**src/rtl/int_pipeline.sv**
```systemverilog
`default_nettype none
// +--------------------------------------------------------------------------+
// | Module      : int_pipeline                                               |
// | Description : Four-stage (ID, EX, M, WB) in-order integer pipeline for a |
// |               subset of RV32I (ADD/SUB/XOR/OR/AND/SLT/SLTU, the matching |
// |               immediate forms, LUI and EBREAK).                          |
// |                                                                          |
// | Ports       : clk           rising-edge clock                            |
// |               rst           synchronous active-high reset                |
// |               instr_valid   instruction offered                          |
// |               instr[31:0]   RV32I encoding                               |
// |               instr_ready   instruction taken into ID this cycle         |
// |               retire_valid  WB record valid                              |
// |               retire_we     WB record writes the register file           |
// |               retire_rd     WB destination register field                |
// |               retire_data   WB result (0 when retire_we is low)          |
// |               halted        an EBREAK has reached WB                     |
// |               dbg_addr      debug register index                         |
// |               dbg_data      debug register value (combinational)        |
// |                                                                          |
// | Build macro : INT_PIPELINE_FORWARDING_EN -- bypass EX/M results into the |
// |               ID operands instead of stalling on read-after-write.       |
// |                                                                          |
// | Revision    : 1.0  initial release                                       |
// +--------------------------------------------------------------------------+
module int_pipeline #(
  parameter int XLEN = 32,
  parameter int NREG = 32
) (
  input  logic            clk,
  input  logic            rst,
  input  logic            instr_valid,
  input  logic [31:0]     instr,
  output logic            instr_ready,
  output logic            retire_valid,
  output logic            retire_we,
  output logic [4:0]      retire_rd,
  output logic [XLEN-1:0] retire_data,
  output logic            halted,
  input  logic [4:0]      dbg_addr,
  output logic [XLEN-1:0] dbg_data
);

  localparam int          RW          = $clog2(NREG);
  localparam logic [31:0] EBREAK_INSN = 32'h0010_0073;
  localparam logic [6:0]  OPC_OP      = 7'b0110011;
  localparam logic [6:0]  OPC_OP_IMM  = 7'b0010011;
  localparam logic [6:0]  OPC_LUI     = 7'b0110111;

  typedef enum logic [2:0] {
    ALU_ADD  = 3'd0,
    ALU_SUB  = 3'd1,
    ALU_XOR  = 3'd2,
    ALU_OR   = 3'd3,
    ALU_AND  = 3'd4,
    ALU_SLT  = 3'd5,
    ALU_SLTU = 3'd6
  } alu_op_e;

  // ---------------------------------------------------------------- state
  logic            id_valid_q, id_valid_d;
  logic [31:0]     id_instr_q, id_instr_d;

  logic            ex_valid_q, ex_valid_d;
  alu_op_e         ex_op_q, ex_op_d;
  logic [XLEN-1:0] ex_a_q, ex_a_d;
  logic [XLEN-1:0] ex_b_q, ex_b_d;
  logic [4:0]      ex_rd_q, ex_rd_d;
  logic            ex_we_q, ex_we_d;
  logic            ex_ebreak_q, ex_ebreak_d;

  logic            m_valid_q, m_valid_d;
  logic [XLEN-1:0] m_data_q, m_data_d;
  logic [4:0]      m_rd_q, m_rd_d;
  logic            m_we_q, m_we_d;
  logic            m_ebreak_q, m_ebreak_d;

  logic            wb_valid_q, wb_valid_d;
  logic [XLEN-1:0] wb_data_q, wb_data_d;
  logic [4:0]      wb_rd_q, wb_rd_d;
  logic            wb_we_q, wb_we_d;

  logic            halted_q, halted_d;
  logic            ebreak_seen_q, ebreak_seen_d;

  logic [XLEN-1:0] rf_q [NREG];
  logic [XLEN-1:0] rf_d [NREG];

  // ---------------------------------------------------------------- wires
  logic [6:0]      id_opcode;
  logic [2:0]      id_funct3;
  logic [6:0]      id_funct7;
  logic [RW-1:0]   id_rs1, id_rs2;

  alu_op_e         dec_op;
  logic            dec_we;
  logic            dec_use_rs1;
  logic            dec_use_rs2;
  logic            dec_ebreak;
  logic [XLEN-1:0] dec_imm;
  logic [XLEN-1:0] opnd1, opnd2;

  logic [XLEN-1:0] ex_alu;
  logic            stall;
  logic            accept;

  // Register-file read with write-through from the instruction in WB, which
  // commits at the end of this cycle.
  function automatic logic [XLEN-1:0] read_port(input logic [RW-1:0] idx);
    if (idx == '0) begin
      return '0;
    end else if (wb_valid_q && wb_we_q && (wb_rd_q[RW-1:0] == idx)) begin
      return wb_data_q;
    end else begin
      return rf_q[idx];
    end
  endfunction

  function automatic logic ex_writes(input logic [RW-1:0] idx);
    return (idx != '0) && ex_valid_q && ex_we_q && (ex_rd_q[RW-1:0] == idx);
  endfunction

  function automatic logic m_writes(input logic [RW-1:0] idx);
    return (idx != '0) && m_valid_q && m_we_q && (m_rd_q[RW-1:0] == idx);
  endfunction

  // ---------------------------------------------------------------- ID decode
  assign id_opcode = id_instr_q[6:0];
  assign id_funct3 = id_instr_q[14:12];
  assign id_funct7 = id_instr_q[31:25];
  assign id_rs1    = id_instr_q[15 +: RW];
  assign id_rs2    = id_instr_q[20 +: RW];

  always_comb begin
    dec_op      = ALU_ADD;
    dec_we      = 1'b0;
    dec_use_rs1 = 1'b0;
    dec_use_rs2 = 1'b0;
    dec_ebreak  = (id_instr_q == EBREAK_INSN);
    dec_imm     = XLEN'($signed(id_instr_q[31:20]));
    case (id_opcode)
      OPC_OP: begin
        if (id_funct7 == 7'b0000000) begin
          dec_we = 1'b1;
          case (id_funct3)
            3'b000:  dec_op = ALU_ADD;
            3'b010:  dec_op = ALU_SLT;
            3'b011:  dec_op = ALU_SLTU;
            3'b100:  dec_op = ALU_XOR;
            3'b110:  dec_op = ALU_OR;
            3'b111:  dec_op = ALU_AND;
            default: dec_we = 1'b0;
          endcase
        end else if ((id_funct7 == 7'b0100000) && (id_funct3 == 3'b000)) begin
          dec_we = 1'b1;
          dec_op = ALU_SUB;
        end
        dec_use_rs1 = dec_we;
        dec_use_rs2 = dec_we;
      end
      OPC_OP_IMM: begin
        dec_we = 1'b1;
        case (id_funct3)
          3'b000:  dec_op = ALU_ADD;
          3'b010:  dec_op = ALU_SLT;
          3'b011:  dec_op = ALU_SLTU;
          3'b100:  dec_op = ALU_XOR;
          3'b110:  dec_op = ALU_OR;
          3'b111:  dec_op = ALU_AND;
          default: dec_we = 1'b0;
        endcase
        dec_use_rs1 = dec_we;
      end
      OPC_LUI: begin
        dec_we  = 1'b1;
        dec_op  = ALU_ADD;            // 0 + (imm << 12)
        dec_imm = XLEN'($signed({id_instr_q[31:12], 12'h000}));
      end
      default: ;
    endcase
  end

  // ---------------------------------------------------------------- operands / hazards
`ifdef INT_PIPELINE_FORWARDING_EN
  // Youngest producer wins: EX result, then M, then the register file.
  always_comb begin
    opnd1 = read_port(id_rs1);
    opnd2 = read_port(id_rs2);
    if (ex_writes(id_rs1)) begin
      opnd1 = ex_alu;
    end else if (m_writes(id_rs1)) begin
      opnd1 = m_data_q;
    end
    if (ex_writes(id_rs2)) begin
      opnd2 = ex_alu;
    end else if (m_writes(id_rs2)) begin
      opnd2 = m_data_q;
    end
  end
  assign stall = 1'b0;
`else
  assign opnd1 = read_port(id_rs1);
  assign opnd2 = read_port(id_rs2);
  // WB producers are covered by write-through, so only EX and M can block.
  assign stall = id_valid_q &&
                 ((dec_use_rs1 && (ex_writes(id_rs1) || m_writes(id_rs1))) ||
                  (dec_use_rs2 && (ex_writes(id_rs2) || m_writes(id_rs2))));
`endif

  assign instr_ready = !stall && !halted_q && !ebreak_seen_q;
  assign accept      = instr_valid && instr_ready;

  // ---------------------------------------------------------------- EX ALU
  always_comb begin
    ex_alu = '0;
    case (ex_op_q)
      ALU_ADD:  ex_alu = ex_a_q + ex_b_q;
      ALU_SUB:  ex_alu = ex_a_q - ex_b_q;
      ALU_XOR:  ex_alu = ex_a_q ^ ex_b_q;
      ALU_OR:   ex_alu = ex_a_q | ex_b_q;
      ALU_AND:  ex_alu = ex_a_q & ex_b_q;
      ALU_SLT:  ex_alu = XLEN'($signed(ex_a_q) < $signed(ex_b_q));
      ALU_SLTU: ex_alu = XLEN'(ex_a_q < ex_b_q);
      default:  ex_alu = '0;
    endcase
  end

  // ---------------------------------------------------------------- next state
  always_comb begin
    // ID holds while stalled; otherwise it takes the new instruction or empties.
    id_valid_d = id_valid_q;
    id_instr_d = id_instr_q;
    if (!stall) begin
      id_valid_d = accept;
      if (accept) begin
        id_instr_d = instr;
      end
    end

    // A stall turns the ID->EX transfer into a bubble.
    ex_valid_d  = id_valid_q && !stall;
    ex_op_d     = dec_op;
    ex_a_d      = dec_use_rs1 ? opnd1 : '0;
    ex_b_d      = dec_use_rs2 ? opnd2 : dec_imm;
    ex_rd_d     = id_instr_q[11:7];
    ex_we_d     = dec_we;
    ex_ebreak_d = dec_ebreak;

    m_valid_d   = ex_valid_q;
    m_data_d    = ex_we_q ? ex_alu : '0;
    m_rd_d      = ex_rd_q;
    m_we_d      = ex_we_q;
    m_ebreak_d  = ex_ebreak_q;

    wb_valid_d  = m_valid_q;
    wb_data_d   = m_data_q;
    wb_rd_d     = m_rd_q;
    wb_we_d     = m_we_q;

    // halted rises together with the EBREAK's WB record.
    halted_d      = halted_q || (m_valid_q && m_ebreak_q);
    ebreak_seen_d = ebreak_seen_q || (accept && (instr == EBREAK_INSN));

    rf_d = rf_q;
    if (wb_valid_q && wb_we_q && (wb_rd_q[RW-1:0] != '0)) begin
      rf_d[wb_rd_q[RW-1:0]] = wb_data_q;
    end
  end

  // ---------------------------------------------------------------- registers
  always_ff @(posedge clk) begin
    if (rst) begin
      id_valid_q    <= 1'b0;
      id_instr_q    <= '0;
      ex_valid_q    <= 1'b0;
      ex_op_q       <= ALU_ADD;
      ex_a_q        <= '0;
      ex_b_q        <= '0;
      ex_rd_q       <= '0;
      ex_we_q       <= 1'b0;
      ex_ebreak_q   <= 1'b0;
      m_valid_q     <= 1'b0;
      m_data_q      <= '0;
      m_rd_q        <= '0;
      m_we_q        <= 1'b0;
      m_ebreak_q    <= 1'b0;
      wb_valid_q    <= 1'b0;
      wb_data_q     <= '0;
      wb_rd_q       <= '0;
      wb_we_q       <= 1'b0;
      halted_q      <= 1'b0;
      ebreak_seen_q <= 1'b0;
      for (int i = 0; i < NREG; i++) begin
        rf_q[i] <= '0;
      end
    end else begin
      id_valid_q    <= id_valid_d;
      id_instr_q    <= id_instr_d;
      ex_valid_q    <= ex_valid_d;
      ex_op_q       <= ex_op_d;
      ex_a_q        <= ex_a_d;
      ex_b_q        <= ex_b_d;
      ex_rd_q       <= ex_rd_d;
      ex_we_q       <= ex_we_d;
      ex_ebreak_q   <= ex_ebreak_d;
      m_valid_q     <= m_valid_d;
      m_data_q      <= m_data_d;
      m_rd_q        <= m_rd_d;
      m_we_q        <= m_we_d;
      m_ebreak_q    <= m_ebreak_d;
      wb_valid_q    <= wb_valid_d;
      wb_data_q     <= wb_data_d;
      wb_rd_q       <= wb_rd_d;
      wb_we_q       <= wb_we_d;
      halted_q      <= halted_d;
      ebreak_seen_q <= ebreak_seen_d;
      for (int i = 0; i < NREG; i++) begin
        rf_q[i] <= rf_d[i];
      end
    end
  end

  // ---------------------------------------------------------------- outputs
  assign retire_valid = wb_valid_q;
  assign retire_we    = wb_we_q;
  assign retire_rd    = wb_rd_q;
  assign retire_data  = wb_data_q;
  assign halted       = halted_q;
  assign dbg_data     = read_port(dbg_addr[RW-1:0]);

endmodule
`default_nettype wire

```
**config.mk**
```make
export PLATFORM = sky130hd
export DESIGN_NAME = int_pipeline
export DESIGN_NICKNAME = d
export VERILOG_FILES = /design/src/rtl/int_pipeline.sv
export SDC_FILE = /design/constraint.sdc
export NUM_CORES = 2
export LEC_CHECK = 0
export CELL_PAD_IN_SITES_DETAIL_PLACEMENT = 1
export CELL_PAD_IN_SITES_GLOBAL_PLACEMENT = 2
export CORE_ASPECT_RATIO = 1.1
export CORE_MARGIN = 1.5
export CORE_UTILIZATION = 41
export DETAILED_ROUTE_END_ITERATION = 6
export PLACE_DENSITY_LB_ADDON = 0.1
export RECOVER_POWER = 50
export SLEW_MARGIN = 20
export SYNTH_ARGS = -nofsm -noshare
export SYNTH_HDL_FRONTEND = slang
export SYNTH_SLANG_ARGS = --single-unit
```
**constraint.sdc**
```tcl
create_clock -name clk -period 3.3 [get_ports clk]
set_input_delay 0.495 -clock clk [delete_from_list [all_inputs] [get_ports clk]]
set_output_delay 0.495 -clock clk [all_outputs]
set_load 0.01 [all_outputs]
```
==> flow_metrics.py <==
metrics = {
    "global_route": {
        "antenna_found_initial": 22,
        "grt-ovfl-total": 0,
        "globalRouteTotalUtil": 0.4005,
        "grt_first_pass_wirelength_mm": 503.2,
        "grt_pass1_vias": 65859,
        "grt_start_max_net_pins": 216,
    },
    "yosys": {
        "synth_most_common_cell": "nand2_1",
        "ys_warn_count": 0,
        "yosysTopAreaCell": "dfxtp_1",
        "ys_seq_area_frac": 0.3410,
        "synth_area_per_cell_um2": 9.496,
        "synthFlopType": "dfxtp_1",
        "mappedNetlistArea_um2": 71200,
        "synth-edff-count": 0,
        "synth_area_leaders": "dfxtp_1 34%, mux4_2 30%, nand2_1 11%",
        "synth.top_cell.area_share": 0.3410,
        "synth-seq-cells": 1213,
        "syn-num-nets": 7636,
        "ys_async_sr_fraction": 0,
        "synth_top_cells_by_count": "2,083 x nand2_1, 1,213 x dfxtp_1, 1,154 x a21oi_1, 935 x mux4_2, 640 x clkbuf_1",
        "synth.distinct_cells": 80,
        "syn_inst": 7498,
    },
    "setup_path": {
        "cp_top_family": "buffers and inverters",
        "critical_path.cell_chain": "xor2_2, nor4_2, buf_4, nand3_4, buf_12, buf_6, buf_6, a211oi_4, buf_4, buf_6",
        "worstSetupStartpointType": "register",
        "crit_fanout": 5,
        "slowest_delay_ns": 0.43,
        "worst_ep_arrival_time_ns": 3.18,
        "slowest_stage": "a211oi_4",
        "path_buf_inv": 6,
        "critPathLaunch": "retire_rd[0]",
        "worstSetupPathType": "reg -> out",
        "required_ns": 2.80,
        "r2r-start": "id_instr_q[20]",
        "endpoint_kind": "output port",
        "crit_top_cell": "buf_6",
    },
    "routing": {
        "postRouteAntennaNets": 0,
        "wirelength_mm": 358.8,
        "num_vias": 66444,
        "viasPerCell": 6.666,
        "drtPass1Iterations": 5,
        "wl_per_cell_um": 36.00,
        "drc": 0,
        "dr.first_iter.drc_count": 8271,
    },
    "clock_tree": {
        "clock_latency_ns": 0.83,
        "cts_buffers": 143,
        "clk_pin_slew_ns": 0.07,
        "clockRootBuffer": "clkbuf_16",
        "postCtsHoldBufs": 0,
        "cts_tree": "done",
        "cts.sinks": 1213,
        "cts_buffer_depth": 3,
        "cts.htree.levels": 4,
    },
    "sta": {
        "drv_slew": 439,
        "finalCritPeriodShare": 1.113,
        "finalHoldViolCount": 0,
        "fmax_mhz": 272.2,
        "setup_slack_ns": -0.3740,
        "min_period_ns": 3.674,
        "tightest_slew_ns": 2.113,
        "slew_headroom": -0.4089,
        "skew_ns": 0.03739,
        "rsz0062_at_grt": "true",
        "setup_viol": 35,
    },
    "die": {
        "num_rows": 160,
        "io_pins": 113,
        "die_height_um": 440.1,
        "initial_core_util": 0.4121,
        "die_area_um2": 176200,
        "die_w_um": 400.3,
        "core_area_um2": 172800,
    },
    "hold_path": {
        "hp-class": "in -> reg",
        "holdCritStartpoint": "instr[17]",
    },
    "outcome": {
        "violations": "capacitance limit, slew limit, setup timing",
        "status": "finished, violations left",
    },
    "pwr": {
        "combPwrFrac": 0.084,
        "p_int_mw": 25.98,
        "p_switching_mw": 8.827,
        "p_per_area_nw_per_um2": 409.6,
        "seqPwrFrac": 0.424,
        "vdd_drop_max_v": 0.0005816,
        "power_frac_clock": 0.492,
        "leakage_nw": 27.87,
        "switching_share": 0.2536,
    },
    "finish": {
        "layout.nets": 7718,
        "finalCoreUtilization": 0.4918,
        "synthToLayoutAreaGrowth_pct": 19.34,
        "final_cells": 9967,
        "drive_gt1_frac": 0.2717,
    },
    "run": {
        "maxCapViolCount": 4,
    },
    "placement": {
        "port_buffers": 112,
        "place_congestion": 0.9487,
        "dpl.cell_count": 9663,
        "dp_hpwl_mm": 223.9,
    },
}
[worst paths after layout]
kind	slack [ns]	depth (start not counted)	to
setup / recovery	-0.37	10	dbg_data[1]
hold / removal	0.33	3	id_instr_q[17]
setup reg to reg	-0.04	10	ex_b_q[12]
hold reg to reg	0.43	1	retire_data[26]
[per-stage QoR]
step           setup TNS [ns]  worst slack [ns]  cell area, um2  power [mW]  hold WS (ns)
6_report               -6.094           -0.3740           84970       34.81        0.3262
5_1_grt                -6.880           -0.3603           84970       35.63        0.3258
4_1_cts                -5.636           -0.2939           84750       34.87        0.1253
3_5_place_dp           -14.93           -0.8999           78650       17.88        0.4258
3_3_place_gp           -14.84           -0.9247           78650       17.85        0.4164
2_1_floorplan               0            0.1158           71200       16.72        0.4138
[routing by layer]
layer | wire length (um) | part of all wire | GRT usage
met4 | 22110 | 0.062 | 0.2118
met1 | 139100 | 0.39 | 0.5183
met2 | 159300 | 0.44 | 0.6172
met3 | 38150 | 0.11 | 0.1031
met5 | 96 | 0.00027 | 0
[what timing repair did]
item	4_1_cts	5_1_grt
setup buffers	41	12
setup endpoints to repair	44	56
gates cloned	5	2
pin swaps	22	35
gates resized for setup	345	92
[cells in the final DEF (no fill, tap or decap), types with 90 or more instances in the layout]
cell type  count
inv_1        100
ha_1          90
a21oi_1     1140
nor2b_1      110
buf_4        421
buf_12       139
mux2i_1      155
nand2_1     2053
dfxtp_1     1148
mux4_2       935
clkbuf_16    154
nor2_1       236
[sequential cells by signal (all words and copies together) (netlist names), 3 cells and up]
register     cells
id_instr_q      32
ex_rd_q          5
retire_data     32
retire_rd        5
m_data_q        32
rf_q          1024
m_rd_q           5
ex_a_q          32
ex_op_q          3
ex_b_q          32
[power by group through the flow]
| stage | combinational (mW) | sequential, mW | clock [mW] |
|---|---|---|---|
| CTS | 2.86 | 14.8 | 17.2 |
| floorplan | 1.68 | 15.0 | 0 |
| global placement | 2.76 | 15.1 | 0 |
| finish | 2.92 | 14.8 | 17.1 |
| detailed placement | 2.79 | 15.1 | 0 |
| global route | 3.05 | 14.8 | 17.8 |
[cells by family after synthesis]
group	synth area share
adders and majority gates	0.01743
buffers and inverters	0.04880
muxes	0.3188
xor gates and xnor gates	0.006396
AOI/OAI and AO/OA	0.1193
DFF	0.3410
and+or+nand+nor	0.1482
[tightest hold or removal path, delay by kind of cell]
family | cells | cell delay (ns)
multiplexers | 1 | 0.13
AND/OR/NAND/NOR | 1 | 0.04
buffers and inverters | 1 | 0.42
[area by class of cell]
class | count | area [um2]
Fill cell | 18717 | 87790
Multi-Input combinational cell | 5394 | 44680
Sequential cell | 1213 | 24400
Timing Repair Buffer | 724 | 7700
Clock buffer | 205 | 4273
Tap cell | 2268 | 2838
Clock inverter | 57 | 689.4
Inverter | 104 | 390.4
Antenna cell | 2 | 5.005
Power figures use the tool's default switching activity.
